$ cat config.mk
export PLATFORM = sky130hd
export DESIGN_NAME = uart_rx_word
export DESIGN_NICKNAME = d
export VERILOG_FILES = /design/src/rtl/uart_pkg.sv /design/src/rtl/uart_baud_tick.sv /design/src/rtl/uart_rx_word.sv
export SDC_FILE = /design/constraint.sdc
export NUM_CORES = 1
export LEC_CHECK = 0
export BUFFER_PORTS_ARGS = -buffer_cell sky130_fd_sc_hd__buf_2
export CAP_MARGIN = 20
export CORE_AREA = 2 2 103 80
export DETAILED_ROUTE_END_ITERATION = 10
export DIE_AREA = 0 0 105 82
export PLACE_DENSITY = 0.78
export SLEW_MARGIN = 25
export SYNTH_ARGS = -nofsm -noshare
export SYNTH_HDL_FRONTEND = slang
export SYNTH_SLANG_ARGS = --single-unit
$ cat constraint.sdc
create_clock -name clk -period 2.33 [get_ports clk]
set_clock_uncertainty 0.15 [all_clocks]
set_input_delay 0 -clock clk [delete_from_list [all_inputs] [get_ports clk]]
set_output_delay 0 -clock clk [all_outputs]
set_load 0.01 [all_outputs]
$ cat src/rtl/uart_pkg.sv
// uart_pkg: shared UART receive-state encoding and default sizing.
package uart_pkg;
    typedef enum logic [2:0] {
        IDLE  = 3'd0,
        START = 3'd1,
        DATA  = 3'd2,
        STOP  = 3'd3,
        PUSH  = 3'd4,
        BREAK = 3'd5
    } rx_state_e;
    localparam int SAMPLE_RATE_DEF = 16;
    localparam int MID_SAMPLE = 7;
    localparam int DATA_W_DEF = 16;
endpackage

$ cat src/rtl/uart_baud_tick.sv
// uart_baud_tick: one-clk tick every max(baud_divisor,1) clks while enabled, held at zero otherwise.
module uart_baud_tick #(
    parameter int DIV_W = 16
) (
    input  logic             clk,
    input  logic             rst,
    input  logic             enable,
    input  logic [DIV_W-1:0] baud_divisor,
    output logic             tick
);
    logic [DIV_W-1:0] cnt_q, cnt_d, lim_q, lim_d;
    always_comb begin
        tick = enable && (cnt_q == lim_q);
        cnt_d = (!enable || tick) ? '0 : cnt_q + 1'b1;
        // The period is latched only on reload, so divisor changes never cut a tick short.
        lim_d = (!enable || tick) ? ((baud_divisor > DIV_W'(1)) ? baud_divisor - 1'b1 : '0) : lim_q;
    end
    always_ff @(posedge clk) begin
        cnt_q <= rst ? '0 : cnt_d;
        lim_q <= rst ? '0 : lim_d;
    end
endmodule

$ cat src/rtl/uart_rx_word.sv
// uart_rx_word: 16x-oversampled UART receiver pushing each good word into the RX FIFO.
// Build option UART_RX_MAJORITY_EN: 2-of-3 majority of ticks 7/8/9 per bit instead of a single tick-7 sample.
module uart_rx_word
    import uart_pkg::*;
#(
    parameter int DATA_W      = DATA_W_DEF,
    parameter int SAMPLE_RATE = SAMPLE_RATE_DEF,
    parameter int DIV_W       = 16
) (
    input  logic              clk,
    input  logic              rst,
    input  logic [DIV_W-1:0]  baud_divisor,
    input  logic              rx,
    output logic [DATA_W-1:0] rx_data,
    output logic              rx_fifo_en,
    input  logic              rx_full,
    output logic [2:0]        state,
    output logic              frame_err,
    output logic              overrun
);
    localparam int SW = $clog2(SAMPLE_RATE);
    localparam int BW = $clog2(DATA_W + 1);
    localparam logic [SW-1:0] SAMP_LAST = SW'(SAMPLE_RATE - 1);
    localparam logic [BW-1:0] BIT_LAST = BW'(DATA_W - 1);
`ifdef UART_RX_MAJORITY_EN
    localparam logic [SW-1:0] START_LAST = SW'(MID_SAMPLE + 2);
`else
    localparam logic [SW-1:0] START_LAST = SW'(MID_SAMPLE);
`endif
    rx_state_e         state_q, state_d;
    logic [1:0]        sync_q;
    logic [SW-1:0]     samp_q, samp_d;
    logic [BW-1:0]     bit_q, bit_d;
    logic [DATA_W-1:0] shift_q, shift_d, rx_data_q, rx_data_d;
    logic              fifo_en_q, fifo_en_d, ferr_q, ferr_d, ovr_q, ovr_d;
    logic              rx_s, tick, bit_v;
    assign rx_s = sync_q[1];
    uart_baud_tick #(.DIV_W(DIV_W)) u_tick (
        .clk          (clk),
        .rst          (rst),
        .enable       (state_q != IDLE),
        .baud_divisor (baud_divisor),
        .tick         (tick)
    );
`ifdef UART_RX_MAJORITY_EN
    // Holds rx_s from the two ticks preceding each decision tick.
    logic [1:0] maj_q;
    always_ff @(posedge clk) maj_q <= rst ? 2'b11 : (tick ? {maj_q[0], rx_s} : maj_q);
    assign bit_v = (maj_q[1] & maj_q[0]) | (maj_q[1] & rx_s) | (maj_q[0] & rx_s);
`else
    assign bit_v = rx_s;
`endif
    always_comb begin
        state_d = state_q;
        samp_d = tick ? samp_q + 1'b1 : samp_q;
        bit_d = bit_q;
        shift_d = shift_q;
        rx_data_d = rx_data_q;
        fifo_en_d = 1'b0;
        ferr_d = 1'b0;
        ovr_d = 1'b0;
        case (state_q)
            IDLE: begin
                samp_d = '0;
                bit_d = '0;
                state_d = rx_s ? IDLE : START;
            end
            START: if (tick && samp_q == START_LAST) begin
                samp_d = '0;
                state_d = bit_v ? IDLE : DATA;
            end
            DATA: if (tick && samp_q == SAMP_LAST) begin
                samp_d = '0;
                shift_d = {bit_v, shift_q[DATA_W-1:1]};
                bit_d = bit_q + 1'b1;
                state_d = (bit_q == BIT_LAST) ? STOP : DATA;
            end
            STOP: if (tick && samp_q == SAMP_LAST) begin
                samp_d = '0;
                ferr_d = !bit_v;
                state_d = bit_v ? PUSH : BREAK;
            end
            PUSH: begin
                fifo_en_d = !rx_full;
                ovr_d = rx_full;
                rx_data_d = rx_full ? rx_data_q : shift_q;
                state_d = IDLE;
            end
            BREAK: state_d = rx_s ? IDLE : BREAK;
            default: state_d = IDLE;
        endcase
    end
    always_ff @(posedge clk) begin
        if (rst) begin
            sync_q <= 2'b11;
            state_q <= IDLE;
            samp_q <= '0;
            bit_q <= '0;
            shift_q <= '0;
            rx_data_q <= '0;
            fifo_en_q <= 1'b0;
            ferr_q <= 1'b0;
            ovr_q <= 1'b0;
        end else begin
            sync_q <= {sync_q[0], rx};
            state_q <= state_d;
            samp_q <= samp_d;
            bit_q <= bit_d;
            shift_q <= shift_d;
            rx_data_q <= rx_data_d;
            fifo_en_q <= fifo_en_d;
            ferr_q <= ferr_d;
            ovr_q <= ovr_d;
        end
    end
    assign rx_data = rx_data_q;
    assign rx_fifo_en = fifo_en_q;
    assign frame_err = ferr_q;
    assign overrun = ovr_q;
    assign state = state_q;
endmodule

==> flow_metrics.tcl <==
set metrics [dict create \
    status "complete, no violations" \
    root_buffer "clkbuf_8" \
    grt_pass1_vias 2938 \
    clockBufferDepth 2 \
    synth_top_cell_by_area "dfxtp_1" \
    vdd_drop_max_mv 0.492 \
    r2r_start "u_tick.cnt_q[8]$_SDFF_PP0_" \
    syn_inst 401 \
    worstHoldPathType "primary input to register" \
    drv_cap 0 \
    viasPerCell 5.47 \
    path_buf_inv 1 \
    drt-total-wl_um 8900 \
    cts_tree "done" \
    r2r_cells 6 \
    drc 0 \
    place_hpwl_um 5890 \
    crit_end "samp_q[3]$_SDFF_PP0_" \
    worstSetupStartpointType "register" \
    crit_slowest_cell "or4_1" \
    fin_tns_setup_ns 0 \
    overflow 0 \
    fin_cells 578 \
    netlist_top_cells_area "dfxtp_1 44%, nand2_1 6.4%, xor2_1 6.4%" \
    drv_slew 0 \
    hold_viol 0 \
    yosysTopAreaCellShare_pct 43.9 \
    drt_iter0_drc 208 \
    relSlewSlack_pct 55.9 \
    diodes 0 \
    period_needed_ns 2.24 \
    start_util_pct 48.3 \
    rsz0062_at_grt "no" \
    io_buffer_count 41 \
    worst_skew_pair.late_latency_ns 0.35 \
    synth-edff-count 0 \
    syn_to_final_growth_pct 22.0 \
    critPathTopFamily "simple AND/OR/NAND/NOR gates" \
    setup.worst_path.start "u_tick.cnt_q[8]$_SDFF_PP0_" \
    drt-pass1-iter-count 5 \
    post-route-period-util_pct 96.0 \
    final_antenna_net_count 0 \
    synth_nets 427 \
    synth.distinct_cells 48 \
    worst_pin_slew_ns 0.660 \
    r2r-end "samp_q[3]$_SDFF_PP0_" \
    syn_avg_cell_area_um2 9.20 \
    cp_cell_sequence "xor2_1 > nor4_2 > nand4_1 > buf_6 > or4_1 > a221oi_1" \
    r2r_slack_ns 0.09 \
    grt_max_degree 31 \
    cts_htree_levels 3 \
    cts_buffers 9 \
    synth.most_common_cell "dfxtp_1" \
    drive_above_1_share_pct 19.5 \
    wire_per_inst_um 15.4 \
    placed_cells 540 \
    yosysWarnings 0 \
    path_clk_slew_ns 0.08 \
    antenna_found_initial 0 \
    async_reset_ff_share_pct 0 \
    powerDensity_nw_per_um2 615 \
    die_area_um2 8610 \
    path_depth 6 \
    grt_usage_pct 20.8 \
    p_leak_nw 1.86 \
    vias 3163 \
    worstSetupPathType "register to register" \
    worst_ep_required_time_ns 2.44 \
    cp.arrival_ns 2.35 \
    core_um2 7640 \
    dieHeight_um 82 \
    dieWidth_um 105 \
    grt_pass1_wl_um 14200 \
    fin_nets 496 \
    synth_area_um2 3690 \
    setup_viol 0 \
    ioPinCount 42 \
    gp_congestion 0.894 \
    end_kind "register" \
    ys_ff_latch 81 \
    fmax_mhz 447 \
    worstPathMaxFanout 8 \
    yosys_most_used_dff "dfxtp_1" \
    synth_common_cells "81 x dfxtp_1, 63 x nand2_1, 33 x nor2_1, 27 x xor2_1" \
    ys_seq_area_share_pct 43.9 \
    cpPeakStageDelay_ns 0.46 \
    clkSinkCount 81 \
    num_rows 28 \
]
-- sequential cells by signal, summed over array words and instances (netlist names), 2 cells and up --
| signal | count |
|---|---|
| bit_q | 5 |
| rx_data | 16 |
| samp_q | 4 |
| shift_q | 16 |
| state | 3 |
| sync_q | 2 |
| u_tick.cnt_q | 16 |
| u_tick.lim_q | 16 |
-- metal layers --
layer  track usage (%)  vias up  wire, µm
met5                 0        -         0
met4              7.33        0       166
met3              5.08       15       481
met2              33.0       97      4070
met1              27.9     1491      4180
li1                  -     1560         -
-- layout by cell type, fill, tap and decap left out, types with 6 or more instances in the layout --
master	count
clkbuf_8	11
buf_2	42
or3_1	6
o2bb2ai_1	9
buf_4	14
o31ai_1	6
nor3_1	9
xor2_1	27
nand2_1	63
nor4_1	8
nand3_1	8
and3_1	6
xnor2_1	15
nor2_1	33
nand4_1	6
dfxtp_1	80
dlygate4sd3_1	21
ha_1	6
a21oi_1	19
o22a_1	6
mux2i_1	19
-- worst min path at each step --
stage                                   end  slack (ns)  cells after the start            start
2_1_floorplan  u_tick.lim_q[0]$_SDFFE_PP0P_       -0.06                      1  baud_divisor[0]
3_3_place_gp           sync_q[0]$_SDFF_PP1_        0.04                      2               rx
3_5_place_dp           sync_q[0]$_SDFF_PP1_        0.04                      2               rx
4_1_cts        u_tick.lim_q[7]$_SDFFE_PP0P_       0.008                      5  baud_divisor[4]
5_1_grt        u_tick.lim_q[7]$_SDFFE_PP0P_        0.08                      5  baud_divisor[4]
6_report       u_tick.lim_q[7]$_SDFFE_PP0P_        0.05                      5  baud_divisor[4]
-- cells by family (layout without fill, tap and decap cells) --
logic type | count (synthesis) | after routing | share of synthesized area (%)
muxes | 20 | 20 | 5.46
buffers and inverters | 25 | 97 | 3.02
DFF | 81 | 81 | 43.9
xor gates and xnor gates | 42 | 42 | 9.97
and+or+nand+nor | 168 | 168 | 23.9
AOI/OAI and AO/OA | 59 | 59 | 11.7
adders and majority gates | 6 | 6 | 2.03
-- power by group --
group	internal (mW)	leakage (nW)	switching, mW	total, mW
clock network	0.649	0.111	0.483	1.13
logic	0.0935	1.09	0.112	0.205
registers	1.41	0.658	0.0213	1.43
-- through the flow --
step | worst slack [ns] | area [µm²] | hold WS, ns | power (mW) | utilization [%]
after floorplan | 0.405 | 3690 | -0.0623 | 1.56 | -
after global placement | 0.164 | 4030 | 0.0381 | 1.62 | 52.8
after detailed placement | 0.0816 | 4030 | 0.0448 | 1.63 | 52.8
after CTS | 0.0337 | 4460 | 0.00845 | 2.77 | 58.4
after global routing | 0.0130 | 4500 | 0.0829 | 2.84 | 59.0
final | 0.0928 | 4500 | 0.0485 | 2.77 | 59.0
-- worst register-to-register path: stages, from the launching register on --
cell and delay [ns]:
dfxtp_2 0.35, xor2_1 0.15, nor4_2 0.38, nand4_1 0.20
buf_6 0.18, or4_1 0.47, a221oi_1 0.27
-- layout make-up --
type	instances	area, µm²
Clock buffer	11	151
Sequential cell	81	1620
Inverter	5	18.8
Clock inverter	3	65.1
Timing Repair Buffer	78	537
Fill cell	643	3130
Tap cell	105	131
Multi-Input combinational cell	295	1980
-- what timing repair did --
action	4_1_cts	5_1_grt
hold buffers	21	0
gates resized for setup	0	6
hold endpoints to repair	23	0
endpoints found under the setup margin	0	11
buffers inserted	0	2
(Power assumes the default switching activity.)
